### src/rtl/seg_octal_decoder.sv
// Two-digit octal seven-segment readback decoder.
// Debounces the segment pins and recovers the one-hot code.
module seg_octal_decoder #(
  parameter int STABLE_CYCLES = 4,
  parameter int ERR_W = 8
) (
  input  logic             clk,
  input  logic             rst_n,
  input  logic [6:0]       seg_lo,
  input  logic [6:0]       seg_hi,
  output logic [15:0]      out_onehot,
  output logic             out_valid,
  input  logic             out_ready,
  output logic             err,
  output logic             overrun,
  output logic [ERR_W-1:0] err_count
);

  localparam int CW =
    (STABLE_CYCLES > 1) ? $clog2(STABLE_CYCLES) : 1;
  localparam logic [CW-1:0] CMAX = CW'(STABLE_CYCLES - 1);
  localparam logic [13:0] BLANK = 14'h3FFF;

  logic [13:0] s_reg;
  logic [13:0] cand;
  logic [13:0] last;
  logic [CW-1:0] cnt;

  logic [6:0] xlo;
  logic [6:0] xhi;
  logic       lo_ok;
  logic       hi_ok;
  logic [2:0] lo_val;
  logic       hi_val;
  logic       blank;
  logic       legal;
  logic       fire;
  logic [15:0] dec;

  // Decode the candidate pattern; x is the lit-segment view.
  always_comb begin
    xlo    = ~cand[6:0];
    xhi    = ~cand[13:7];
    lo_ok  = 1'b1;
    lo_val = 3'd0;
    hi_ok  = 1'b1;
    hi_val = 1'b0;
    case (xlo)
      7'h7E: lo_val = 3'd0;
      7'h30: lo_val = 3'd1;
      7'h6D: lo_val = 3'd2;
      7'h79: lo_val = 3'd3;
      7'h33: lo_val = 3'd4;
      7'h5B: lo_val = 3'd5;
      7'h5F: lo_val = 3'd6;
      7'h70: lo_val = 3'd7;
      default: lo_ok = 1'b0;
    endcase
    case (xhi)
      7'h40: hi_val = 1'b0;
      7'h60: hi_val = 1'b1;
      default: hi_ok = 1'b0;
    endcase
    blank = (cand == BLANK);
    legal = lo_ok && hi_ok;
    dec   = 16'd1 << {hi_val, lo_val};
    fire  = (s_reg == cand) && (cnt == CMAX)
            && (cand != last);
  end

  // Sample pins and track how long the pattern has been stable.
  always_ff @(posedge clk or negedge rst_n) begin
    if (!rst_n) begin
      s_reg <= BLANK;
      cand  <= BLANK;
      last  <= BLANK;
      cnt   <= '0;
    end else begin
      s_reg <= {seg_hi, seg_lo};
      if (s_reg != cand) begin
        cand <= s_reg;
        cnt  <= '0;
      end else if (cnt != CMAX) begin
        cnt <= cnt + CW'(1);
      end
      if (fire) last <= cand;
    end
  end

  // Present decoded values, handshake, and flag errors.
  always_ff @(posedge clk or negedge rst_n) begin
    if (!rst_n) begin
      out_onehot <= '0;
      out_valid  <= 1'b0;
      err        <= 1'b0;
      overrun    <= 1'b0;
      err_count  <= '0;
    end else begin
      err     <= 1'b0;
      overrun <= 1'b0;
      if (fire && !blank && legal) begin
        out_onehot <= dec;
        out_valid  <= 1'b1;
        overrun    <= out_valid && !out_ready;
      end else if (out_valid && out_ready) begin
        out_valid <= 1'b0;
      end
      if (fire && !blank && !legal) begin
        err <= 1'b1;
        if (err_count != '1)
          err_count <= err_count + ERR_W'(1);
      end
    end
  end

endmodule

### config.mk
export PLATFORM = sky130hd
export DESIGN_NAME = seg_octal_decoder
export DESIGN_NICKNAME = d
export VERILOG_FILES = /design/src/rtl/seg_octal_decoder.sv
export SDC_FILE = /design/constraint.sdc
export NUM_CORES = 1
export LEC_CHECK = 0
export BUFFER_PORTS_ARGS = -buffer_cell sky130_fd_sc_hd__buf_2
export CELL_PAD_IN_SITES_DETAIL_PLACEMENT = 0
export CELL_PAD_IN_SITES_GLOBAL_PLACEMENT = 1
export CORE_ASPECT_RATIO = 1.2
export CORE_MARGIN = 2
export CORE_UTILIZATION = 45
export DETAILED_ROUTE_END_ITERATION = 6
export GPL_ROUTABILITY_DRIVEN = 1
export PLACE_DENSITY_LB_ADDON = 0.1
export SYNTH_ARGS = -nofsm -noshare
export SYNTH_HDL_FRONTEND = slang
export SYNTH_SLANG_ARGS = --single-unit
### constraint.sdc
create_clock -name clk -period 5.4 [get_ports clk]
set_input_delay 0.54 -clock clk [delete_from_list [all_inputs] [get_ports clk]]
set_output_delay 0.54 -clock clk [all_outputs]
set_load 0.01 [all_outputs]
==> summary by stage <==
Outcome
The run finished with clean final reports.

Power
Sequential cells account for 53.3% of the total power. Summing internal, switching and leakage power gives 0.00107 W. The internal power of the cells totals 0.000836 W. For this design the total switching power over the nets is 0.000231 W.

The clock network fraction of design power is 43.2%. For this design the ratio of total power to cell area is 299 mW/mm². The switching share of power is 21.6%. The analysis attributes to cell leakage a power of 1.67 nW. The maximum vdd ir drop is 0.000153 V. Combinational logic burns 3.5% of the power.

Routing
Dividing the detail-routed via count by the number of cells gives 5.26. Once detail routing completed, the nets flagged for antenna violations numbered 0. The routed length per instance is 15.8 µm. The first detailed-routing pass ran for 4 iterations. The via total after detailed routing is 1951. The sum of routed wire length over all layers is 5.85 mm. The count of routing violations after the opening detailed-route iteration is 81. For this run, design rule violations remaining after detail routing come to 0.

Timing
Derived from the worst setup path, the maximum achievable clock frequency is 0.304 GHz. The post-route setup TNS is 0 ns. The final worst clock skew is 0.0108 ns.

In the finished design, the share of the clock period the worst path needs comes to 60.9%. For the pin with the worst max-slew slack, the measured transition is 1.06 ns. Setup repair after global routing left no endpoint under its margin. The minimum clock period is 3.29 ns.

The number of failing hold endpoints at the final stage is 0. The max-slew violation total from the final report is 0. The final setup violation count is 0.

The max-slew headroom at the worst pin is 29.3%.

Layout
The area growth from synthesis to final layout is 13.0%. The number of flip-flops in the largest register is 16. The repair_antennas step left the layout with diodes totalling 0. The cell area after layout is 0.00357 mm².

The library cell used most frequently in the layout, excluding fill and tap cells, is buf_2. The share of the core filled with cells is 52.4%. The layout cell share with drive strength beyond 1 is 43.7%. Ranked by flip-flop count, first place goes to out_onehot. The library cells used most frequently in the layout, excluding fill and tap cells, are buf_2, dfstp_2, xor2_1.

The count of cells in the finished layout, fillers not included, comes to 371. The final layout net count is 298.

Logic synthesis
In this run, synthesis produced a sequential element count of 71. By area the synthesized netlist is led by dfstp_2, dfrtp_1, xor2_1, mux2_2, o41ai_1. The area share of the largest cell type after synthesis is 34.9%.

The sequential fraction of the synthesis area is 57.9%. A synthesized cell averages 12.3 µm². The Yosys step of the flow raised 0 warnings.

The cell type with the largest total area after synthesis is dfstp_2. The net count after synthesis is 275. Counting every instance in the synthesized netlist gives 256. The unique cell type count in the Yosys netlist is 36. The synthesized netlist occupies a cell area of 0.00316 mm².

Die
In this run the count of I/O pins placed on the die edge is 44. In this run the vertical extent of the chip is 95.8 µm. The initialized floorplan defines 33 standard-cell rows. The initial utilization of the core area, before any placement, comes to 46.4%. The area of the core is 0.00681 mm². The width of the die is 80.5 µm. The floorplan die area is 0.00771 mm².

Critical path
The depth of the worst register-to-register path is 6. Along the worst path, the maximum fanout reaches 35. The type of the worst setup path is reg2reg. The data arrival time of the worst path is 3.51 ns. The sort of element at the start of the critical path is a flip-flop. Data on the critical path is required at its endpoint by 5.62 ns. The nature of the critical path endpoint is a flip-flop.

The reg-to-reg critical path endpoint is err_count[1]$_DFFE_PN0P_. For flop-to-flop paths, the worst setup slack is 2.11 ns. The start of the worst register-to-register path is cand[2]$_DFFE_PN1P_.

Placement
Once placement completed, the tool counted placed cells totaling 355. The congestion estimate from routability-driven global placement came to 0.764. The total cell area at the placement stage is 0.00334 mm².

After legalization and detailed placement, the total HPWL measured 4.02 mm. In this run the tool buffered the top-level ports with 43 buffer cells.

Global route
The total grt overflow is 0. The initial antenna violation count is 0. The first global-routing pass estimated 10.1 mm of wire. The via count of the first global-routing pass came to 2020.

Global routing used 17.4% of the available tracks across all layers. Entering global routing, the biggest net connects 72 pins.

Job
The max-cap check violation count is 0.

Hold path
The sink of the worst hold path is s_reg[11]$_DFF_PN1_. The class of the tightest hold or removal check is in2reg. The beginning of the worst hold path is seg_hi[4]. Along the worst hold path, the cell count comes to 1.

Clock tree
CTS saw 71 sinks. The total clock buffers created by CTS is 9. The deepest clock path buffer count is 2.

The post-CTS repair timing setup buffer count is 0. The quantity of hold-fixing buffers added after cts is 0. CTS placed an instance of clkbuf_8 at the clock tree root. The number of H-tree levels is 3.

The number of cells upsized or downsized after cts is 0. The CTS tree is done. Clock latency on the worst-skew pair, taken at its later pin, is 0.34 ns. After clock tree synthesis, the clock-pin slew on the worst setup and hold paths is 0.07 ns.
[layer usage]
metal,part of all wire [%],vias up,GRT usage (%)
met1,45,951,21.7
met5,0,-,0
met2,49,40,29.3
li1,-,950,-
met4,2.0,0,8.05
met3,4.1,10,3.38
[Yosys cell counts]
cell type and n:
nand2b_1 1, dfrtp_1 29, or3_1 1, buf_2 7
nor4_1 9, clkbuf_1 21, inv_1 2, or4b_1 1
nand4_1 3, nand2_1 7, a211oi_1 1, dfstp_2 42
and3_1 5, buf_1 1, a211oi_2 1, o41ai_1 12
mux2_1 2, nand3_1 5, or3b_2 1, xor2_1 37
o21ai_0 12, nand4b_1 4, buf_6 2, nor3_1 8
o22ai_1 1, mux2i_1 1, nor2_1 8, a21o_1 1
nor3b_1 1, a211o_1 2, mux2_2 18, and4b_1 1
nor4b_1 3, buf_4 1, ha_1 2, nor4_2 3
[metrics by stage]
step / hold WS, ns / setup WS (ns)
after floorplan: 0.244 / 2.90
after global placement: 0.361 / 2.16
after detailed placement: 0.364 / 2.10
after CTS: 0.271 / 2.09
after global routing: 0.274 / 1.84
final: 0.291 / 2.11
[worst max path at each step]
stage                                      end  depth (start not counted)  slack, ns                 start
floorplan             err_count[1]$_DFFE_PN0P_                          8       2.90   cand[0]$_DFFE_PN1P_
global placement    out_onehot[13]$_DFFE_PN0P_                          6       2.16  cand[12]$_DFFE_PN1P_
detailed placement    err_count[1]$_DFFE_PN0P_                          6       2.10   cand[2]$_DFFE_PN1P_
CTS                   err_count[1]$_DFFE_PN0P_                          6       2.09   cand[2]$_DFFE_PN1P_
global route        out_onehot[13]$_DFFE_PN0P_                          6       1.84   cand[2]$_DFFE_PN1P_
finish                err_count[1]$_DFFE_PN0P_                          6       2.11   cand[2]$_DFFE_PN1P_
[area by class of cell]
cell class | instances | area, µm²
fill | 630 | 3240
sequential | 71 | 1830
multi-input combinational | 151 | 1180
timing repair buffer | 44 | 223
clock buffer | 12 | 178
tap | 87 | 109
clock inverter | 4 | 48.8
inverter | 2 | 7.51
[worst max-delay path, stage by stage (launching register included)]
cell and delay [ns]:
dfstp_2 0.67, xor2_1 0.11, nor4_1 0.32, nand4_1 0.21, or4b_1 1.01, nor3_1 0.48, mux2_1 0.37
[power by group through the flow]
stage	Combinational, W	Clock [W]	Sequential [W]
2_1_floorplan	0.0000295	0	0.000567
3_3_place_gp	0.0000388	0	0.000578
3_5_place_dp	0.0000385	0	0.000578
4_1_cts	0.0000387	0.000476	0.000569
5_1_grt	0.0000433	0.000491	0.000572
6_report	0.0000371	0.000461	0.000569
[cells by family after synthesis]
| kind of cell | after synthesis | share of synthesized area, % |
|---|---|---|
| multiplexers | 21 | 7.44 |
| flip-flops | 71 | 57.9 |
| adder cells (fa/ha/maj) | 2 | 0.792 |
| buffers and inverters | 34 | 4.91 |
| XOR/XNOR | 37 | 10.3 |
| AND/OR/NAND/NOR | 61 | 11.9 |
| AO/OA/AOI/OAI | 30 | 6.85 |
No activity file was read; power rests on OpenSTA's default activity.
